### src/rtl/wb_switch_nslave.sv
// Single-master Wishbone switch: decodes a slave index from an address field and
// routes one registered transaction at a time, with unmapped/timeout error capture.
module wb_switch_nslave #(
    parameter int unsigned NUM_SLAVES = 7,
    parameter int unsigned AW         = 32,
    parameter int unsigned DW         = 32,
    parameter int unsigned SEL_LSB    = 8,
    parameter int unsigned SEL_W      = 4,
    parameter int unsigned TIMEOUT    = 255
) (
    input  logic                       clk_i,
    input  logic                       rst_i,
    input  logic                       m_stb_i,
    input  logic                       m_we_i,
    input  logic [AW-1:0]              m_adr_i,
    input  logic [DW-1:0]              m_dat_i,
    input  logic [DW/8-1:0]            m_sel_i,
    output logic [DW-1:0]              m_dat_o,
    output logic                       m_ack_o,
    output logic                       m_err_o,
    output logic [NUM_SLAVES-1:0]      s_cyc_o,
    output logic [NUM_SLAVES-1:0]      s_stb_o,
    output logic                       s_we_o,
    output logic [AW-1:0]              s_adr_o,
    output logic [DW-1:0]              s_dat_o,
    output logic [DW/8-1:0]            s_sel_o,
    input  logic [NUM_SLAVES*DW-1:0]   s_dat_i,
    input  logic [NUM_SLAVES-1:0]      s_ack_i,
    output logic [AW-1:0]              err_adr_o,
    output logic [1:0]                 err_code_o
);

    localparam int unsigned SW = DW / 8;
    localparam int unsigned TW = $clog2(TIMEOUT + 1);

    localparam logic [1:0] CODE_UNMAPPED = 2'b01;
    localparam logic [1:0] CODE_TIMEOUT  = 2'b10;

    typedef enum logic [1:0] {IDLE, BUSY, RESP, ERR} state_t;

    state_t                  state_q, state_d;
    logic [TW-1:0]           timer_q, timer_d;
    logic [SEL_W-1:0]        idx_q, idx_d;
    logic [NUM_SLAVES-1:0]   cyc_d;
    logic                    we_d;
    logic [AW-1:0]           adr_d;
    logic [DW-1:0]           wdat_d;
    logic [SW-1:0]           sel_d;
    logic [DW-1:0]           rdat_d;
    logic                    ack_d;
    logic                    err_d;
    logic [AW-1:0]           eadr_d;
    logic [1:0]              ecode_d;

    logic [SEL_W-1:0]        adr_idx;
    logic                    adr_mapped;
    logic [NUM_SLAVES-1:0]   adr_onehot;
    logic                    sel_ack;
    logic [DW-1:0]           sel_dat;

    assign adr_idx    = m_adr_i[SEL_LSB +: SEL_W];
    assign adr_mapped = ({1'b0, adr_idx} < (SEL_W + 1)'(NUM_SLAVES));
    assign s_stb_o    = s_cyc_o;

    // Slave decode for the incoming address and return mux for the latched index
    always_comb begin
        sel_ack    = 1'b0;
        sel_dat    = '0;
        adr_onehot = '0;
        for (int unsigned k = 0; k < NUM_SLAVES; k++) begin
            if (idx_q == SEL_W'(k)) begin
                sel_ack = s_ack_i[k];
                sel_dat = s_dat_i[k*DW +: DW];
            end
            adr_onehot[k] = (adr_idx == SEL_W'(k));
        end
    end

    always_comb begin
        state_d = state_q;
        timer_d = timer_q;
        idx_d   = idx_q;
        cyc_d   = s_cyc_o;
        we_d    = s_we_o;
        adr_d   = s_adr_o;
        wdat_d  = s_dat_o;
        sel_d   = s_sel_o;
        rdat_d  = m_dat_o;
        ack_d   = 1'b0;
        err_d   = 1'b0;
        eadr_d  = err_adr_o;
        ecode_d = err_code_o;

        case (state_q)
            IDLE: begin
                timer_d = '0;
                if (m_stb_i) begin
                    we_d   = m_we_i;
                    adr_d  = m_adr_i;
                    wdat_d = m_dat_i;
                    sel_d  = m_sel_i;
                    idx_d  = adr_idx;
                    if (adr_mapped) begin
                        cyc_d   = adr_onehot;
                        state_d = BUSY;
                    end else begin
                        err_d   = 1'b1;
                        eadr_d  = m_adr_i;
                        ecode_d = CODE_UNMAPPED;
                        state_d = ERR;
                    end
                end
            end
            BUSY: begin
                // A selected ack in the final timer cycle still completes normally
                if (sel_ack) begin
                    if (!s_we_o) begin
                        rdat_d = sel_dat;
                    end
                    cyc_d   = '0;
                    ack_d   = 1'b1;
                    state_d = RESP;
                end else if (timer_q == TW'(TIMEOUT - 1)) begin
                    cyc_d   = '0;
                    err_d   = 1'b1;
                    eadr_d  = s_adr_o;
                    ecode_d = CODE_TIMEOUT;
                    state_d = ERR;
                end else if (timer_q != TW'(TIMEOUT)) begin
                    timer_d = timer_q + TW'(1);
                end
            end
            RESP:    state_d = IDLE;
            ERR:     state_d = IDLE;
            default: state_d = IDLE;
        endcase
    end

    always_ff @(posedge clk_i or negedge rst_i) begin
        if (!rst_i) begin
            state_q    <= IDLE;
            timer_q    <= '0;
            idx_q      <= '0;
            s_cyc_o    <= '0;
            s_we_o     <= 1'b0;
            s_adr_o    <= '0;
            s_dat_o    <= '0;
            s_sel_o    <= '0;
            m_dat_o    <= '0;
            m_ack_o    <= 1'b0;
            m_err_o    <= 1'b0;
            err_adr_o  <= '0;
            err_code_o <= '0;
        end else begin
            state_q    <= state_d;
            timer_q    <= timer_d;
            idx_q      <= idx_d;
            s_cyc_o    <= cyc_d;
            s_we_o     <= we_d;
            s_adr_o    <= adr_d;
            s_dat_o    <= wdat_d;
            s_sel_o    <= sel_d;
            m_dat_o    <= rdat_d;
            m_ack_o    <= ack_d;
            m_err_o    <= err_d;
            err_adr_o  <= eadr_d;
            err_code_o <= ecode_d;
        end
    end

endmodule

### config.mk
export PLATFORM = sky130hd
export DESIGN_NAME = wb_switch_nslave
export DESIGN_NICKNAME = d
export VERILOG_FILES = /design/src/rtl/wb_switch_nslave.sv
export SDC_FILE = /design/constraint.sdc
export NUM_CORES = 1
export LEC_CHECK = 0
export CAP_MARGIN = 20
export CORE_AREA = 2 2 175 177
export CTS_CLUSTER_SIZE = 24
export DETAILED_ROUTE_END_ITERATION = 7
export DIE_AREA = 0 0 177 179
export GPL_TIMING_DRIVEN = 1
export SETUP_SLACK_MARGIN = 0.2
export SLEW_MARGIN = 0
export SYNTH_ARGS = -nofsm -noshare
export SYNTH_HDL_FRONTEND = slang
export SYNTH_SLANG_ARGS = --single-unit
### constraint.sdc
create_clock -name clk_i -period 6.3 [get_ports clk_i]
set_input_delay 1.26 -clock clk_i [delete_from_list [all_inputs] [get_ports clk_i]]
set_output_delay 1.26 -clock clk_i [all_outputs]
set_load 0.005 [all_outputs]
==> run_results.csv <==
group,metric,value,unit
timing,tightestPinTransition,1.096,ns
grt,antenna_found_initial,4,
route,vias_per_cell,4.919,
timing,layout_setup_ws,2.395,ns
grt,grtUsageTotal,20.59,%
route,drc,0,
clock_network,cts_max_path_buffers,2,
grt,grt_pass1_vias,8263,
timing,report.final.setup_viol,0,
finish,nNetsFinal,1545,
yosys,async_flop_share,100.0,%
yosys,synth_area_leader_cell,"dfrtp_1",
yosys,yosys-mux-area-fraction,23.41,%
clock_network,ctsHtreeMaxLevel,4,
floorplanning,io-pin-count,454,
clock_network,cts_buffers,17,
floorplanning,dieWidth,177,µm
finish,multi_input_area,4344,µm²
timing,tns,0,ns
place,dpl.hpwl,25.08,mm
floorplanning,coreArea,30030,µm²
route,wl_per_cell,20.54,µm
timing,rsz0062_at_grt,"false",
timing,max_freq,256.1,MHz
critical_path,crit_arrival,4.21,ns
clock_network,cts_tree,"done",
floorplanning,die_h,179,µm
clock_network,cts_root_buffer,"clkbuf_16",
yosys,avgSynthCellArea,10.48,µm²
status,status,"finished, final reports clean",
clock_network,path_clk_slew,0.07,ns
yosys,synth_top_cells_by_count,"dfrtp_1 (154), nand2_1 (127), mux2_2 (108)",
yosys,ys_ff_latch,154,
yosys,synth_fa_ha_area_share,0.2897,%
timing,slew_viol_final,0,
critical_path,critical_path_class,"flop to flop",
floorplanning,fp.dieArea,31680,µm²
timing,slew_headroom,26.63,%
finish,final-instance-count-excl-fill,1654,
route,vias,8136,
clock_network,clkLatencyLatePin,0.42,ns
critical_path,crit_path_max_incr_delay,0.87,ns
yosys,seq_area_frac_synth,44.62,%
clock_network,hold_buffers,0,
timing,fin_skew,0.01700,ns
place,portBuffers,453,
critical_path,crit_top_cell,"buf_4",
yosys,synthTopCellsByArea,"dfrtp_1 (45%), mux2_2 (14%), nand2_1 (5.5%)",
finish,fillers,2873,
grt,grt_pass1_wl,49.45,mm
finish,stdcell_area,14080,µm²
power_and_ir_drop,ir_worst_vdd,0.2005,mV
finish,final_core_util,46.88,%
clock_network,cts_sinks,154,
yosys,syn_inst,824,
place,routabilityCongestion,0.8352,
timing,finalCriticalPeriod,3.905,ns
timing,hold_violations,0,
critical_path,cpLargestDelayFamily,"compound AO/OA/AOI/OAI gates",
route,drtPass1Iterations,5,
yosys,yosys.cell_types.count,60,
critical_path,critPathMaxFanout,58,
critical_path,regToRegSetupSlack,2.39,ns
critical_path,start_kind,"flop",
flow_run,max_cap_violations,0,
place,dpl_worst_slack,2.071,ns
yosys,synth_xor_area_share,0,%
grt,grt_max_degree,59,
yosys,synth_edf_count,0,
power_and_ir_drop,cellPowerDensity,447.0,nW/µm²
finish,drive_gt1_share,15.88,%
yosys,synth.top_cell.area_share,44.62,%
critical_path,critPathRequiredTime,6.60,ns
grt,grt.overflow.total,0,
power_and_ir_drop,p_leak,5.862,nW
worst_hold_path,hold_path.class,"flop to flop",
route,drt.antenna.violating_nets,0,
timing,fin_crit_sh,61.99,%
yosys,synth_simple_gate_area_share,9.909,%
route,drt_iter0_drc,509,
finish,area_delta_synth_final,63.00,%
clock_network,cts-resized-gates,0,
yosys,ys.flop_type,"dfrtp_1",
yosys,yosysMostFrequentCell,"dfrtp_1",
place,dpl-instance-area,13450,µm²
clock_network,postCtsSetupBuffers,0,
critical_path,crit_chain,"buf_4 > nor2b_2 > o21a_1 > a21oi_4 > o21ai_4 > buf_4 > mux2_4",
critical_path,end_kind,"flop",
finish,regArea,3857,µm²
yosys,syn_nets,1129,
floorplanning,core.rowCount,64,
critical_path,critPathBufInv,2,
yosys,yosysWarnings,0,
yosys,synth_compound_area_share,16.40,%
place,place_inst,1616,
yosys,synth_top_family_by_area,"multiplexers",
critical_path,cp_slowest_cell,"nor2b_2",
yosys,synth_area,8637,µm²
route,finalWirelength,33.97,mm
floorplanning,initial_core_util,28.76,%
-- layer usage --
layer / vias up / part of all wire, % / track usage (%) / routed length (µm)
li1: 3849 / - / - / -
met1: 3916 / 41 / 25.36 / 13900
met2: 337 / 48 / 34.34 / 16410
met3: 34 / 8.6 / 6.616 / 2937
met4: 0 / 2.1 / 6.164 / 721
met5: - / 0 / 0 / 0
-- worst reg2reg max path, delay by kind of cell (launching register included) --
family	cells	cell delay, ns
AO/OA/AOI/OAI	3	1.31
buffers and inverters	2	0.95
flip-flops	1	0.34
multiplexers	1	0.32
AND/OR/NAND/NOR	1	0.90
-- flip-flops by register name (all words and copies together) (netlist names) --
signal      cells
err_adr_o      32
m_dat_o        32
s_adr_o        32
s_dat_o        32
timer_q         8
s_cyc_o         7
s_sel_o         4
err_code_o      2
state_q         2
m_ack_o         1
m_err_o         1
s_we_o          1
-- power breakdown --
| part | switching [mW] | internal, mW | total, mW |
|---|---|---|---|
| Combinational | 1.51 | 1.89 | 3.40 |
| Clock | 0.480 | 0.604 | 1.08 |
| Sequential | 0.361 | 1.45 | 1.81 |
| Total | 2.35 | 3.94 | 6.29 |
-- placed cells by master, fill, tap and decap left out, types with 19 or more instances in the layout --
| cell type | count |
|---|---|
| o22ai_1 | 41 |
| mux2_1 | 20 |
| a21oi_1 | 48 |
| nand2_1 | 127 |
| mux2_4 | 23 |
| inv_1 | 30 |
| dfrtp_1 | 151 |
| clkdlybuf4s50_1 | 452 |
| mux2i_1 | 19 |
| mux2_2 | 108 |
| o21ai_0 | 20 |
-- per-stage QoR --
stage	power (mW)	hold slack (ns)
4_1_cts	6.381	0.4904
3_3_place_gp	5.212	0.4670
5_1_grt	6.722	0.5079
3_5_place_dp	5.249	0.4737
6_report	6.293	0.4826
2_1_floorplan	3.531	0.4737
-- layout make-up --
type,instances,share of cell area [%]
clock inverters,14,1.271
multi-input cells,569,30.86
inverters,30,0.7999
flip-flops and latches,154,27.40
diodes,5,0.08887
repair buffers,468,33.02
clock buffers,18,3.048
well taps,396,3.519
-- final timing paths --
| kind | startpoint | end | depth (start not counted) |
|---|---|---|---|
| worst min register to register | err_adr_o[19]$_DFFE_PN0P_ | err_adr_o[19]$_DFFE_PN0P_ | 1 |
| worst max register to register | s_adr_o[9]$_DFFE_PN0P_ | m_dat_o[19]$_DFFE_PN0P_ | 7 |
| worst max-delay path | s_adr_o[9]$_DFFE_PN0P_ | m_dat_o[19]$_DFFE_PN0P_ | 7 |
| max in group asynchronous | rst_i | m_dat_o[14]$_DFFE_PN0P_ | 2 |
| min in group asynchronous | rst_i | s_adr_o[0]$_DFFE_PN0P_ | 1 |
| worst min-delay path | err_adr_o[19]$_DFFE_PN0P_ | err_adr_o[19]$_DFFE_PN0P_ | 1 |
-- cells by family after synthesis --
kind of cell | after synthesis
AOI/OAI and AO/OA | 204
muxes | 172
and+or+nand+nor | 191
buffers and inverters | 101
DFF | 154
adders and majority gates | 2
Power figures use the tool's default switching activity.
